==> src/rtl/sram_arbiter_pkg.sv <==
// Shared core defines for the SRAM arbiter: bus widths, size codes, master IDs,
// the request payload struct and the arbiter FSM state type.
package sram_arbiter_pkg;

  localparam int unsigned BUS_WIDTH      = 32;
  localparam int unsigned DATA_WIDTH     = 32;
  localparam int unsigned RAM_MASK_WIDTH = 4;

  localparam logic [1:0] SIZE_1B = 2'd0;
  localparam logic [1:0] SIZE_2B = 2'd1;
  localparam logic [1:0] SIZE_4B = 2'd2;

  localparam logic MID_M0 = 1'b0;  // instruction fetch
  localparam logic MID_M1 = 1'b1;  // load/store

  typedef struct packed {
    logic                      we;
    logic [1:0]                size;
    logic [BUS_WIDTH-1:0]      addr;
    logic [DATA_WIDTH-1:0]     wdata;
    logic [RAM_MASK_WIDTH-1:0] wem;
  } sram_req_t;

  typedef enum logic {
    ST_IDLE = 1'b0,
    ST_LOCK = 1'b1
  } arb_state_e;

endpackage

==> src/rtl/sram_arb_idfifo.sv <==
// Outstanding-request ID FIFO: records which master owns each accepted request
// so responses can be routed back in order. DEPTH must be a power of two.
module sram_arb_idfifo #(
  parameter int unsigned DEPTH = 2,
  parameter int unsigned W     = 1
) (
  input  logic         clk,
  input  logic         rst,
  input  logic         push,
  input  logic         pop,
  input  logic [W-1:0] din,
  output logic         full,
  output logic         empty,
  output logic [W-1:0] head
);

  localparam int unsigned AW = $clog2(DEPTH);
  localparam int unsigned CW = AW + 1;

  logic [W-1:0]  r_mem [DEPTH];
  logic [AW-1:0] r_wptr;
  logic [AW-1:0] r_rptr;
  logic [CW-1:0] r_cnt;
  logic          w_push;
  logic          w_pop;

  assign full   = (r_cnt == CW'(DEPTH));
  assign empty  = (r_cnt == '0);
  assign head   = r_mem[r_rptr];
  assign w_push = push && !full;
  assign w_pop  = pop && !empty;

  // Pointers wrap naturally because DEPTH is a power of two.
  always_ff @(posedge clk or posedge rst) begin
    if (rst) begin
      r_wptr <= '0;
      r_rptr <= '0;
      r_cnt  <= '0;
    end else begin
      if (w_push) r_wptr <= r_wptr + AW'(1);
      if (w_pop)  r_rptr <= r_rptr + AW'(1);
      case ({w_push, w_pop})
        2'b10:   r_cnt <= r_cnt + CW'(1);
        2'b01:   r_cnt <= r_cnt - CW'(1);
        default: r_cnt <= r_cnt;
      endcase
    end
  end

  always_ff @(posedge clk) begin
    if (w_push) r_mem[r_wptr] <= din;
  end

endmodule

==> src/rtl/sram_arbiter.sv <==
// Two-master arbiter onto a shared SRAM bus with in-order response routing.
// Define SRAM_ARB_RR_EN for round-robin; default is fixed priority (m1 over m0).
module sram_arbiter
  import sram_arbiter_pkg::*;
#(
  parameter int unsigned OUTST_DEPTH = 2
) (
  input  logic                      clk,
  input  logic                      rst,
  input  logic                      m0_req,
  input  logic                      m0_we,
  input  logic [1:0]                m0_size,
  input  logic [BUS_WIDTH-1:0]      m0_addr,
  input  logic [DATA_WIDTH-1:0]     m0_wdata,
  input  logic [RAM_MASK_WIDTH-1:0] m0_wem,
  output logic                      m0_addr_ok,
  output logic                      m0_data_ok,
  output logic [DATA_WIDTH-1:0]     m0_rdata,
  input  logic                      m1_req,
  input  logic                      m1_we,
  input  logic [1:0]                m1_size,
  input  logic [BUS_WIDTH-1:0]      m1_addr,
  input  logic [DATA_WIDTH-1:0]     m1_wdata,
  input  logic [RAM_MASK_WIDTH-1:0] m1_wem,
  output logic                      m1_addr_ok,
  output logic                      m1_data_ok,
  output logic [DATA_WIDTH-1:0]     m1_rdata,
  output logic                      s_req,
  output logic                      s_we,
  output logic [1:0]                s_size,
  output logic [BUS_WIDTH-1:0]      s_addr,
  output logic [DATA_WIDTH-1:0]     s_wdata,
  output logic [RAM_MASK_WIDTH-1:0] s_wem,
  input  logic                      s_addr_ok,
  input  logic                      s_data_ok,
  input  logic [DATA_WIDTH-1:0]     s_rdata,
  output logic                      arb_err
);

  arb_state_e r_state;
  arb_state_e w_state_nxt;
  logic       r_lock_id;
  logic       r_arb_err;
  logic       w_gnt;
  logic       w_gnt_req;
  logic       w_s_req;
  logic       w_accept;
  logic       w_full;
  logic       w_empty;
  logic       w_head;
  logic       w_pop;
  sram_req_t  w_m0_fields;
  sram_req_t  w_m1_fields;
  sram_req_t  w_s_fields;
`ifdef SRAM_ARB_RR_EN
  logic       r_rr_ptr;
`endif

  assign w_m0_fields = '{we: m0_we, size: m0_size, addr: m0_addr, wdata: m0_wdata, wem: m0_wem};
  assign w_m1_fields = '{we: m1_we, size: m1_size, addr: m1_addr, wdata: m1_wdata, wem: m1_wem};

  // Grant selection and next state; LOCK pins the grant until acceptance.
  always_comb begin
    w_state_nxt = r_state;
    w_gnt       = MID_M0;
    if (r_state == ST_LOCK) begin
      w_gnt = r_lock_id;
    end else if (m0_req && m1_req) begin
`ifdef SRAM_ARB_RR_EN
      w_gnt = r_rr_ptr;
`else
      w_gnt = MID_M1;
`endif
    end else if (m1_req) begin
      w_gnt = MID_M1;
    end
    w_gnt_req = (w_gnt == MID_M1) ? m1_req : m0_req;
    w_s_req   = !rst && w_gnt_req && !w_full;
    w_accept  = w_s_req && s_addr_ok;
    case (r_state)
      ST_IDLE: if (w_s_req && !s_addr_ok) w_state_nxt = ST_LOCK;
      ST_LOCK: if (!w_gnt_req || w_accept) w_state_nxt = ST_IDLE;
      default: w_state_nxt = ST_IDLE;
    endcase
  end

  always_ff @(posedge clk or posedge rst) begin
    if (rst) begin
      r_state   <= ST_IDLE;
      r_lock_id <= MID_M0;
      r_arb_err <= 1'b0;
    end else begin
      r_state <= w_state_nxt;
      if (r_state == ST_IDLE) r_lock_id <= w_gnt;
      if (s_data_ok && w_empty) r_arb_err <= 1'b1;
    end
  end

`ifdef SRAM_ARB_RR_EN
  always_ff @(posedge clk or posedge rst) begin
    if (rst) begin
      r_rr_ptr <= MID_M0;
    end else if (w_accept) begin
      r_rr_ptr <= ~w_gnt;
    end
  end
`endif

  assign w_pop = s_data_ok && !w_empty;

  sram_arb_idfifo #(
    .DEPTH (OUTST_DEPTH),
    .W     (1)
  ) u_idfifo (
    .clk   (clk),
    .rst   (rst),
    .push  (w_accept),
    .pop   (w_pop),
    .din   (w_gnt),
    .full  (w_full),
    .empty (w_empty),
    .head  (w_head)
  );

  assign w_s_fields = (w_gnt == MID_M1) ? w_m1_fields : w_m0_fields;
  assign s_req      = w_s_req;
  assign s_we       = w_s_fields.we;
  assign s_size     = w_s_fields.size;
  assign s_addr     = w_s_fields.addr;
  assign s_wdata    = w_s_fields.wdata;
  assign s_wem      = w_s_fields.wem;

  assign m0_addr_ok = w_accept && (w_gnt == MID_M0);
  assign m1_addr_ok = w_accept && (w_gnt == MID_M1);
  assign m0_data_ok = !rst && w_pop && (w_head == MID_M0);
  assign m1_data_ok = !rst && w_pop && (w_head == MID_M1);
  assign m0_rdata   = s_rdata;
  assign m1_rdata   = s_rdata;
  assign arb_err    = r_arb_err;

endmodule

==> config.mk <==
export PLATFORM = sky130hd
export DESIGN_NAME = sram_arbiter
export DESIGN_NICKNAME = d
export VERILOG_FILES = /design/src/rtl/sram_arbiter_pkg.sv /design/src/rtl/sram_arb_idfifo.sv /design/src/rtl/sram_arbiter.sv
export SDC_FILE = /design/constraint.sdc
export NUM_CORES = 1
export LEC_CHECK = 0
export CORE_AREA = 2 2 123 125
export DETAILED_ROUTE_END_ITERATION = 10
export DIE_AREA = 0 0 125 127
export DONT_BUFFER_PORTS = 1
export PLACE_DENSITY = 0.3
export SETUP_SLACK_MARGIN = 0.3
export SLEW_MARGIN = 10
export SYNTH_ARGS = -nofsm -noshare
export SYNTH_HDL_FRONTEND = slang
export SYNTH_SLANG_ARGS = --single-unit
export TNS_END_PERCENT = 30
==> constraint.sdc <==
create_clock -name clk -period 1.9 [get_ports clk]
set_input_delay 0.285 -clock clk [delete_from_list [all_inputs] [get_ports clk]]
set_output_delay 0.285 -clock clk [all_outputs]
set_load 0.03 [all_outputs]
==> results.sh, run 1 <==
export IMPL_ys_types=21
export IMPL_arrival_ns=1.56
export IMPL_gp_congestion=0.667
export IMPL_htree_levels=1
export IMPL_startpoint_type="register"
export IMPL_cp_end_kind="output port"
export IMPL_cellPowerDensity_nw_per_um2=1520
export IMPL_postLayoutCoreUtil_pct=20.3
export IMPL_synth_seq_cells=9
export IMPL_hold_path_class="in2reg"
export IMPL_firstDrtPassIters=4
export IMPL_hold_ws_ns=0.166
export IMPL_fin_crit_sh_pct=97.2
export IMPL_wl_met3_um=762
export IMPL_dieArea_um2=15900
export IMPL_power_total_mw=4.44
export IMPL_seq_area_frac_synth_pct=12.3
export IMPL_insertion_delay_ns=0.23
export IMPL_syn_num_nets=514
export IMPL_crit_type="reg2out"
export IMPL_timing_rr_end="u_idfifo.r_cnt[1]"
export IMPL_viasPerCell=3.76
export IMPL_dp_hpwl_mm=5.51
export IMPL_hold_path_depth=1
export IMPL_antenna_found_initial=0
export IMPL_grt_pass1_vias=1783
export IMPL_reg2reg_depth=7
export IMPL_detail_route_wl_per_cell_um=13.9
export IMPL_drv_cap=0
export IMPL_syn_area_um2=1910
export IMPL_hold_viol=0
export IMPL_multi_input_area_um2=1440
export IMPL_overflow=0
export IMPL_hold_path_end="arb_err"
export IMPL_n_fill_cell=1623
export IMPL_worstHoldStart="s_data_ok"
export IMPL_tightest_slew_ns=0.353
export IMPL_initial_core_util_pct=13.2
export IMPL_grt_pass1_wl_mm=9.07
export IMPL_rsz0062_at_grt="yes"
export IMPL_drt_iter0_markers=55
export IMPL_m1WireLength_mm=2.31
export IMPL_slew_violations=0
export IMPL_drive_above_1_share_pct=47.4
export IMPL_setup_viol=0
export IMPL_synth_top_cells_by_area="nand2_1 (42%), buf_4 (25%), dfrtp_1 (9.2%)"
export IMPL_antenna_left=0
export IMPL_die_h_um=127
export IMPL_die_w_um=125
export IMPL_wirelength_mm=6.83
export IMPL_netlist_area_leader_share_pct=42.2
export IMPL_ir_drop_mv=0.546
export IMPL_core_area_um2=14400
export IMPL_ff2ff_setup_slack_ns=0.29
export IMPL_synth_cells=333
export IMPL_top_layer="met4"
export IMPL_stdcell_count=492
export IMPL_relSlewSlack_pct=76.4
export IMPL_num_io_pins=321
export IMPL_seqCellArea_um2=238
export IMPL_vias=1848
export IMPL_cp_data_required_time_ns=1.62
export IMPL_cts_buffers_inserted=3
export IMPL_dp_cells=484
export IMPL_syn_to_final_growth_pct=53.8
export IMPL_clock_fmax_mhz=541
export IMPL_drc_errors=0
export IMPL_fin_nets=490
export IMPL_cp_max_fo=16
export IMPL_insertedDiodeCount=0
export IMPL_rows=44
export IMPL_cts_tree="yes"
export IMPL_period_minus_slack_ns=1.85
export IMPL_wl_met2_mm=3.54
export IMPL_power_leakage_nw=1.40
export IMPL_cts_sinks=9
export IMPL_syn_avg_cell_area_um2=5.72
export IMPL_clkSlewWorstSetupHoldPaths_ns=0.04
export IMPL_rr_startpoint="r_lock_id"
export IMPL_grt_usage_pct=6.99
export IMPL_yosys_area_top_type="nand2_1"
export IMPL_fin_skew_ns=0.00191
export IMPL_outcome="finished, final reports clean"
export IMPL_port_buffers=0
export IMPL_cts_root_buffer="clkbuf_16"
export IMPL_clk_path_buf_depth=2
export IMPL_synth_warnings=0
export IMPL_grt_max_degree=42
==> repair_timing <==
action	4_1_cts	5_1_grt
hold buffers	1	0
pin swaps	0	10
gates cloned	0	1
setup buffers	1	1
endpoints found under the hold margin	7	0
gates resized for setup	4	133
setup endpoints to repair	75	78
==> power breakdown <==
group / leakage, nW / switching, mW / internal, mW
registers: 0.0958 / 0.0872 / 0.275
logic: 1.26 / 2.15 / 1.56
clock network: 0.0382 / 0.0892 / 0.280
total: 1.40 / 2.33 / 2.11
==> area by class of cell <==
class	instances	share of cell area, %
flip-flops and latches	9	8.11
clock buffers	4	2.69
repair buffers	50	31.4
inverters	6	0.769
multi-input cells	239	49.2
well taps	184	7.86
==> registers in the layout, summed over array words and instances (netlist names) <==
name,count
u_idfifo.r_cnt,2
u_idfifo.r_mem,2
arb_err,1
r_lock_id,1
r_state,1
u_idfifo.r_rptr,1
u_idfifo.r_wptr,1
==> logic make-up (layout without fill, tap and decap cells) <==
| family | count (synthesis) | count (layout) | synth area share [%] |
|---|---|---|---|
| and+or+nand+nor | 225 | 225 | 45.0 |
| AOI/OAI and AO/OA | 5 | 5 | 2.10 |
| adders and majority gates | 1 | 1 | 0.656 |
| buffers and inverters | 85 | 60 | 36.0 |
| DFF | 9 | 9 | 12.3 |
| muxes | 3 | 3 | 1.58 |
| xor gates and xnor gates | 5 | 5 | 2.30 |
==> per-stage QoR <==
stage	instance area [um^2]	worst slack [ns]	TNS, ns
final	2930	0.0528	0
after global routing	2930	-0.0147	-0.0883
after CTS	2440	0.0278	0
after detailed placement	2330	0.122	0
after global placement	2330	0.180	0
after floorplan	1910	0.342	0
==> routing by layer <==
metal	track usage (%)	vias up
met3	2.47	27
met4	2.88	0
met1	7.48	792
li1	-	882
met5	0	-
met2	12.6	147
==> synthesized netlist by cell type <==
| master | count |
|---|---|
| and3_1 | 1 |
| nor3_1 | 1 |
| inv_2 | 1 |
| o211a_1 | 1 |
| xor2_1 | 1 |
| clkbuf_8 | 6 |
| buf_6 | 9 |
| a21o_1 | 1 |
| edfxtp_1 | 2 |
| xnor2_1 | 4 |
| o21ai_0 | 1 |
| nand3_2 | 1 |
| and2_1 | 1 |
| buf_4 | 64 |
| ha_1 | 1 |
| dfrtp_1 | 7 |
| nand2_1 | 214 |
| nor2_1 | 7 |
| a21oi_2 | 2 |
| mux2i_1 | 3 |
| inv_1 | 5 |
==> worst max-delay path, cell delays in order, from the launching register on <==
cell and delay, ns:
dfrtp_2 0.38, mux2i_4 0.29, buf_4 0.19, buf_12 0.15, nand2_1 0.07, nand2_1 0.10, buf_12 0.13
==> placed cells by master, fill, tap and decap left out <==
master         instances
a21o_1                 1
a21oi_4                2
and2_4                 1
and3_2                 1
buf_12                41
buf_4                  4
buf_6                  3
clkbuf_1               1
clkbuf_16              4
dfrtp_1                5
dfrtp_2                2
dlygate4sd3_1          1
edfxtp_1               2
ha_4                   1
inv_1                  5
inv_2                  1
mux2i_2                2
mux2i_4                1
nand2_1              136
nand2_2               41
nand2_4               37
nand3_4                1
nor2_1                 5
nor2_2                 1
nor2_4                 1
nor3_2                 1
o211a_1                1
o21ai_2                1
xnor2_1                4
xor2_1                 1
==> worst max path at each step <==
stage | startpoint | endpoint | slack [ns]
CTS | r_state | s_wem[3] | 0.03
floorplan | u_idfifo.r_cnt[0] | m1_data_ok | 0.34
finish | r_state | s_wem[3] | 0.05
detailed placement | r_state | s_size[0] | 0.12
global placement | r_state | s_we | 0.18
global route | r_state | s_we | -0.01
Note: power is estimated with default switching activity, not from simulation.
==> run 2, diff against run 1 <==
- ABC_AREA: not set -> 1
- CORE_AREA: 2 2 123 125 -> 2 2 126 128
- DIE_AREA: 0 0 125 127 -> 0 0 128 130
==> run 2 against run 1 <==
Compared with the run above:
- die area is 4.8% higher
- sequential cell count did not move
- worst setup slack improved by 0.036 ns
- first-iteration DRC count grew 60%
- wire length increased by 36%
- clock skew decreased by 0.0010 ns
- critical path type unchanged
- synthesized area is 0.53% lower
- sequential share of layout area rose by 0.87 points
==> results.sh, run 2 <==
export IMPL_startpoint_type="register"
export IMPL_gp_congestion=0.669
export IMPL_syn_area_um2=1900
export IMPL_grt_pass1_vias=1649
export IMPL_core_area_um2=15400
export IMPL_initial_core_util_pct=12.3
export IMPL_vias=2107
export IMPL_drt_iter0_markers=88
export IMPL_cts_buffers_inserted=3
export IMPL_path_cells="nand2_2, nand2_8, buf_12, buf_16, nor2_1, buf_4"
export IMPL_rows=46
export IMPL_port_buffers=0
export IMPL_setup_viol=0
export IMPL_synth_enable_flop_cells=2
export IMPL_seq_area_frac_synth_pct=12.4
export IMPL_die_w_um=128
export IMPL_synth_top_flop_cell="dfrtp_1"
export IMPL_netlist_area_leader_share_pct=43.8
export IMPL_final_common_cell="nand2_1"
export IMPL_drc_errors=0
export IMPL_grt_usage_pct=8.10
export IMPL_outcome="finished, final reports clean"
export IMPL_relSlewSlack_pct=76.7
export IMPL_dp_slack_ns=0.182
export IMPL_hold_path_depth=2
export IMPL_synth_cells=341
export IMPL_timing_final_ws_setup_ns=0.0883
export IMPL_crit_type="reg2out"
export IMPL_rsz0062_at_grt="yes"
export IMPL_viasPerCell=3.81
export IMPL_arrival_ns=1.53
export IMPL_fin_skew_ns=0.000895
export IMPL_cp_end_kind="output port"
export IMPL_timing_rr_end="u_idfifo.r_cnt[1]"
export IMPL_num_io_pins=321
export IMPL_insertion_delay_ns=0.23
export IMPL_fin_nets=543
export IMPL_syn_num_nets=522
export IMPL_slew_violations=0
export IMPL_stdcell_count=553
export IMPL_p_comb_share_pct=79.0
export IMPL_dieArea_um2=16600
export IMPL_overflow=0
export IMPL_p_sw_mw=1.71
export IMPL_clk_path_buf_depth=2
export IMPL_htree_levels=1
export IMPL_firstDrtPassIters=4
export IMPL_grt_max_degree=27
export IMPL_rr_startpoint="r_state"
export IMPL_p_clk_share_pct=11.4
export IMPL_antenna_left=0
export IMPL_power_leakage_nw=1.47
export IMPL_cellPowerDensity_nw_per_um2=1240
export IMPL_max_stage_delay_ns=0.40
export IMPL_setup_tns_final_ns=0
export IMPL_top_regs="u_idfifo.r_cnt x2, u_idfifo.r_mem x2"
export IMPL_grt_pass1_wl_mm=9.72
export IMPL_cp_data_required_time_ns=1.62
export IMPL_sequentialPowerShare_pct=9.6
export IMPL_synth_seq_cells=9
export IMPL_crit_buf_inv=3
export IMPL_dp_hpwl_mm=5.22
export IMPL_yosys_area_top_type="nand2_1"
export IMPL_ff2ff_setup_slack_ns=0.20
export IMPL_synth_most_common_cell="nand2_1"
export IMPL_drv_cap=0
export IMPL_hold_path_end="r_lock_id"
export IMPL_period_minus_slack_ns=1.81
export IMPL_ys_types=23
export IMPL_swShare_pct=52.7
export IMPL_cts_sinks=9
export IMPL_layout_common_cells="nand2_1 (212), buf_4 (74), dfrtp_1 (7), clkbuf_16 (7), inv_1 (6)"
export IMPL_drive_above_1_share_pct=31.3
export IMPL_cts_root_buffer="clkbuf_16"
export IMPL_detail_route_wl_per_cell_um=16.7
export IMPL_fin_crit_sh_pct=95.4
export IMPL_clock_fmax_mhz=552
export IMPL_ir_drop_mv=0.281
export IMPL_antenna_found_initial=0
export IMPL_synth_warnings=0
export IMPL_hold_viol=0
export IMPL_syn_to_final_growth_pct=38.2
export IMPL_cp_top_family="buffers and inverters"
export IMPL_worstHoldStart="m1_req"
export IMPL_die_h_um=130
export IMPL_reg2reg_depth=8
export IMPL_synth_top_cells_by_area="nand2_1 (44%), buf_4 (25%), dfrtp_1 (9.2%)"
export IMPL_synth_common_cells="nand2_1 (221), buf_4 (64), buf_6 (15), dfrtp_1 (7), inv_1 (7)"
export IMPL_hold_path_class="in2reg"
export IMPL_clkSlewWorstSetupHoldPaths_ns=0.04
export IMPL_p_int_mw=1.54
export IMPL_cts_tree="yes"
export IMPL_dp_cells=535
export IMPL_syn_avg_cell_area_um2=5.56
export IMPL_async_flop_share_pct=77.8
export IMPL_n_fill_cell=1769
export IMPL_cp_max_fo=24
export IMPL_tightest_slew_ns=0.349
export IMPL_cp_slowest_cell="dfrtp_1"
export IMPL_insertedDiodeCount=0
export IMPL_wirelength_mm=9.26
## run 2: changes by cell type in the layout (fill, tap and decap cells not counted), moves of 5 or more
| cell | previous run | this run |
|---|---|---|
| buf_12 | 41 | 5 |
| nand2_4 | 37 | 4 |
| buf_4 | 4 | 74 |
| buf_16 | 0 | 5 |
| nand2_1 | 136 | 212 |
| nand2_2 | 41 | 5 |
## run 2: power by group through the flow
stage	logic (mW)	clock network [mW]	registers, mW
2_1_floorplan	1.70	0	0.304
3_3_place_gp	2.04	0	0.311
3_5_place_dp	2.06	0	0.314
4_1_cts	2.39	0.377	0.313
5_1_grt	2.75	0.400	0.321
6_report	2.57	0.371	0.313
## run 2: final cells by class
type / count / area (um^2) / share of cell area (%)
multi-input combinational: 244 / 1040 / 39.8
timing repair buffer: 94 / 963 / 36.8
tap: 192 / 240 / 9.17
sequential: 9 / 235 / 8.98
clock buffer: 4 / 78.8 / 3.01
inverter: 9 / 50.0 / 1.91
timing repair inverter: 1 / 8.76 / 0.334
## run 2: worst max path at each step
stage	start	to	slack, ns	cells after the start
2_1_floorplan	r_state	u_idfifo.r_cnt[1]	0.33	8
3_3_place_gp	r_state	u_idfifo.r_cnt[1]	0.22	8
3_5_place_dp	r_state	u_idfifo.r_cnt[1]	0.18	8
4_1_cts	r_state	s_addr[17]	0.1	8
5_1_grt	r_state	m0_addr_ok	0.02	6
6_report	r_state	m0_addr_ok	0.09	6
## run 2: stage by stage
step                hold WS (ns)  area [um^2]  power, mW  utilization [%]
floorplan                 0.0618         1900       2.01                -
global placement           0.165         2150       2.35             13.9
detailed placement         0.165         2150       2.37             13.9
CTS                        0.217         2430       3.08             15.8
global route               0.208         2620       3.47             17.0
finish                     0.205         2620       3.25             17.0
## run 2: cell families (layout without fill, tap and decap cells)
group	count (synthesis)	after routing	synth area share, %
fa+ha+maj	1	1	0.660
flops	9	9	12.4
buf+inv	88	108	36.0
simple gates	232	232	47.1
mux	1	1	0.528
compound gates	7	7	1.85
xor+xnor	3	3	1.39
## run 2: repair_timing
item,in CTS,in global routing
hold buffers,1,0
setup buffers,2,0
gates cloned,5,6
endpoints found under the setup margin,74,78
gates resized for setup,14,17
endpoints found under the hold margin,7,0
pin swaps,1,5
## run 2: routing by layer
| layer | routed length (um) | vias up | GRT usage [%] |
|---|---|---|---|
| li1 | - | 998 | - |
| met1 | 3860 | 926 | 9.77 |
| met2 | 4470 | 159 | 14.6 |
| met3 | 776 | 24 | 1.60 |
| met4 | 147 | 0 | 2.39 |
| met5 | 0 | - | 0 |
==> run 3, diff against run 2 <==
- ABC_AREA: 1 -> not set
- CAP_MARGIN: not set -> 25
- CORE_AREA: 2 2 126 128 -> 2 2 123 125
- DIE_AREA: 0 0 128 130 -> 0 0 125 127
- PLACE_DENSITY: 0.3 -> not set
- PLACE_DENSITY_LB_ADDON: not set -> 0.3
==> run 3 against run 2 <==
Compared with the run above:
- critical path depth stayed put
- worst setup slack worse by 0.069 ns
- clock power shrank 1%
- sequential power grew 15%
- wire length shrank 24%
- die area shrank 4.6%
- first-iteration DRC count shrank 30%
- count of clock-buffer cells in the layout unchanged
- non-clock buffer count fell by 37
- cell area is 8.1% higher
- final cell count decreased by 9.8%
- combinational power is 45% higher
- critical path type unchanged
==> results.sh, run 3 (synthesis gave the netlist of run 1 again) <==
export IMPL_outcome="finished, final reports clean"
export IMPL_detail_route_wl_per_cell_um=14.1
export IMPL_antenna_found_initial=0
export IMPL_dp_cells=490
export IMPL_dp_hpwl_mm=5.46
export IMPL_grt_pass1_vias=1750
export IMPL_hold_viol=0
export IMPL_timing_final_ws_setup_ns=0.0188
export IMPL_final_common_cell="nand2_1"
export IMPL_htree_levels=1
export IMPL_path_cells="mux2i_4, inv_2, buf_12, nand2_1, nand2_1, buf_12"
export IMPL_num_io_pins=321
export IMPL_wirelength_mm=7.03
export IMPL_overflow=0
export IMPL_viasPerCell=3.86
export IMPL_dp_slack_ns=0.152
export IMPL_fin_skew_ns=0.00102
export IMPL_cts_root_buffer="clkbuf_16"
export IMPL_drc_errors=0
export IMPL_rows=44
export IMPL_fin_crit_sh_pct=99.0
export IMPL_relSlewSlack_pct=77.2
export IMPL_drt_iter0_markers=62
export IMPL_grt_util_met1_pct=6.93
export IMPL_hold_path_depth=1
export IMPL_power_leakage_nw=1.41
export IMPL_fin_nets=497
export IMPL_syn_to_final_growth_pct=48.7
export IMPL_cp_data_required_time_ns=1.62
export IMPL_cts_buffers_inserted=3
export IMPL_rsz0062_at_grt="yes"
export IMPL_tightest_slew_ns=0.341
export IMPL_antenna_left=0
export IMPL_cp_slowest_cell="dfrtp_1"
export IMPL_crit_cells=6
export IMPL_layout_common_cells="nand2_1 (183), buf_12 (47), nand2_2 (16)"
export IMPL_crit_buf_inv=3
export IMPL_crit_type="reg2out"
export IMPL_use_met2_pct=13.0
export IMPL_slew_violations=0
export IMPL_cp_max_fo=41
export IMPL_firstDrtPassIters=4
export IMPL_core_area_um2=14400
export IMPL_ir_drop_mv=0.461
export IMPL_drive_above_1_share_pct=32.7
export IMPL_clk_path_buf_depth=2
export IMPL_hold_path_class="in2reg"
export IMPL_dieArea_um2=15900
export IMPL_insertion_delay_ns=0.23
export IMPL_clkSlewWorstSetupHoldPaths_ns=0.04
export IMPL_grt_pass1_wl_mm=8.81
export IMPL_drv_cap=0
export IMPL_top_usage_layer="met2"
export IMPL_die_h_um=127
export IMPL_cts_sinks=9
export IMPL_initial_core_util_pct=13.2
export IMPL_cp_top_family="buffers and inverters"
export IMPL_arrival_ns=1.60
export IMPL_grt_usage_pct=6.92
export IMPL_cellPowerDensity_nw_per_um2=1570
export IMPL_port_buffers=0
export IMPL_max_stage_delay_ns=0.39
export IMPL_startpoint_type="register"
export IMPL_vias=1924
export IMPL_grt_use_met3_pct=2.81
export IMPL_grt_max_degree=42
export IMPL_clock_fmax_mhz=532
export IMPL_top_regs="u_idfifo.r_cnt x2, u_idfifo.r_mem x2"
export IMPL_stdcell_count=499
export IMPL_die_w_um=125
export IMPL_insertedDiodeCount=0
export IMPL_reg2reg_depth=7
export IMPL_cts_tree="yes"
export IMPL_setup_tns_final_ns=0
export IMPL_cp_end_kind="output port"
export IMPL_n_fill_cell=1588
export IMPL_period_minus_slack_ns=1.88
export IMPL_gp_congestion=0.683
export IMPL_setup_viol=0
run 3: cell types whose count changed in the layout (fill, tap and decap cells not counted), moves of 3 or more:
| cell | previous run | this run |
|---|---|---|
| buf_6 | 4 | 0 |
| buf_16 | 5 | 0 |
| nand2_1 | 212 | 183 |
| buf_12 | 5 | 47 |
| nand2_2 | 5 | 16 |
| nor2_1 | 2 | 5 |
| buf_4 | 74 | 6 |
| o21ai_0 | 3 | 0 |
| nand2_4 | 4 | 15 |
run 3: final timing paths:
path / endpoint / startpoint / slack [ns]
max: s_wdata[2] / r_state / 0.02
min: arb_err / s_data_ok / 0.17
max reg2reg: u_idfifo.r_cnt[1] / r_lock_id / 0.28
min reg2reg: u_idfifo.r_wptr / u_idfifo.r_wptr / 0.50
max in group asynchronous: u_idfifo.r_cnt[0] / rst / 1.17
min in group asynchronous: u_idfifo.r_wptr / rst / 0.45
run 3: per-layer routing:
metal,vias to the layer above,share of wire [%],routed length (um)
met5,-,0,0
met2,172,52,3670
li1,895,-,-
met4,0,2.3,165
met3,21,12,844
met1,836,33,2350
run 3: per-stage QoR:
| step | utilization, % | power (mW) | cell area, um^2 | hold WS [ns] |
|---|---|---|---|---|
| 2_1_floorplan | - | 2.59 | 1910 | 0.0935 |
| 3_3_place_gp | 17.0 | 3.65 | 2450 | 0.127 |
| 3_5_place_dp | 17.0 | 3.69 | 2450 | 0.135 |
| 4_1_cts | 17.9 | 4.13 | 2580 | 0.174 |
| 5_1_grt | 19.6 | 4.69 | 2830 | 0.179 |
| 6_report | 19.6 | 4.45 | 2830 | 0.174 |
run 3: what timing repair did:
action,CTS,global route
gates cloned,0,2
setup endpoints to repair,75,78
setup buffers,1,1
resized for setup,10,54
pin swaps,0,6
endpoints found under the hold margin,7,0
hold buffers,1,0
run 3: area by class of cell:
type	instances	area [um^2]	share of cell area (%)
Multi-Input combinational cell	239	1200	42.4
Tap cell	184	230	8.13
Clock buffer	4	78.8	2.78
Sequential cell	9	238	8.39
Inverter	6	22.5	0.795
Timing Repair Buffer	57	1060	37.5
run 3: report_power, final:
group	internal, mW	switching (mW)	leakage [nW]
registers	0.276	0.0846	0.0960
clock network	0.280	0.0870	0.0382
logic	1.63	2.08	1.28
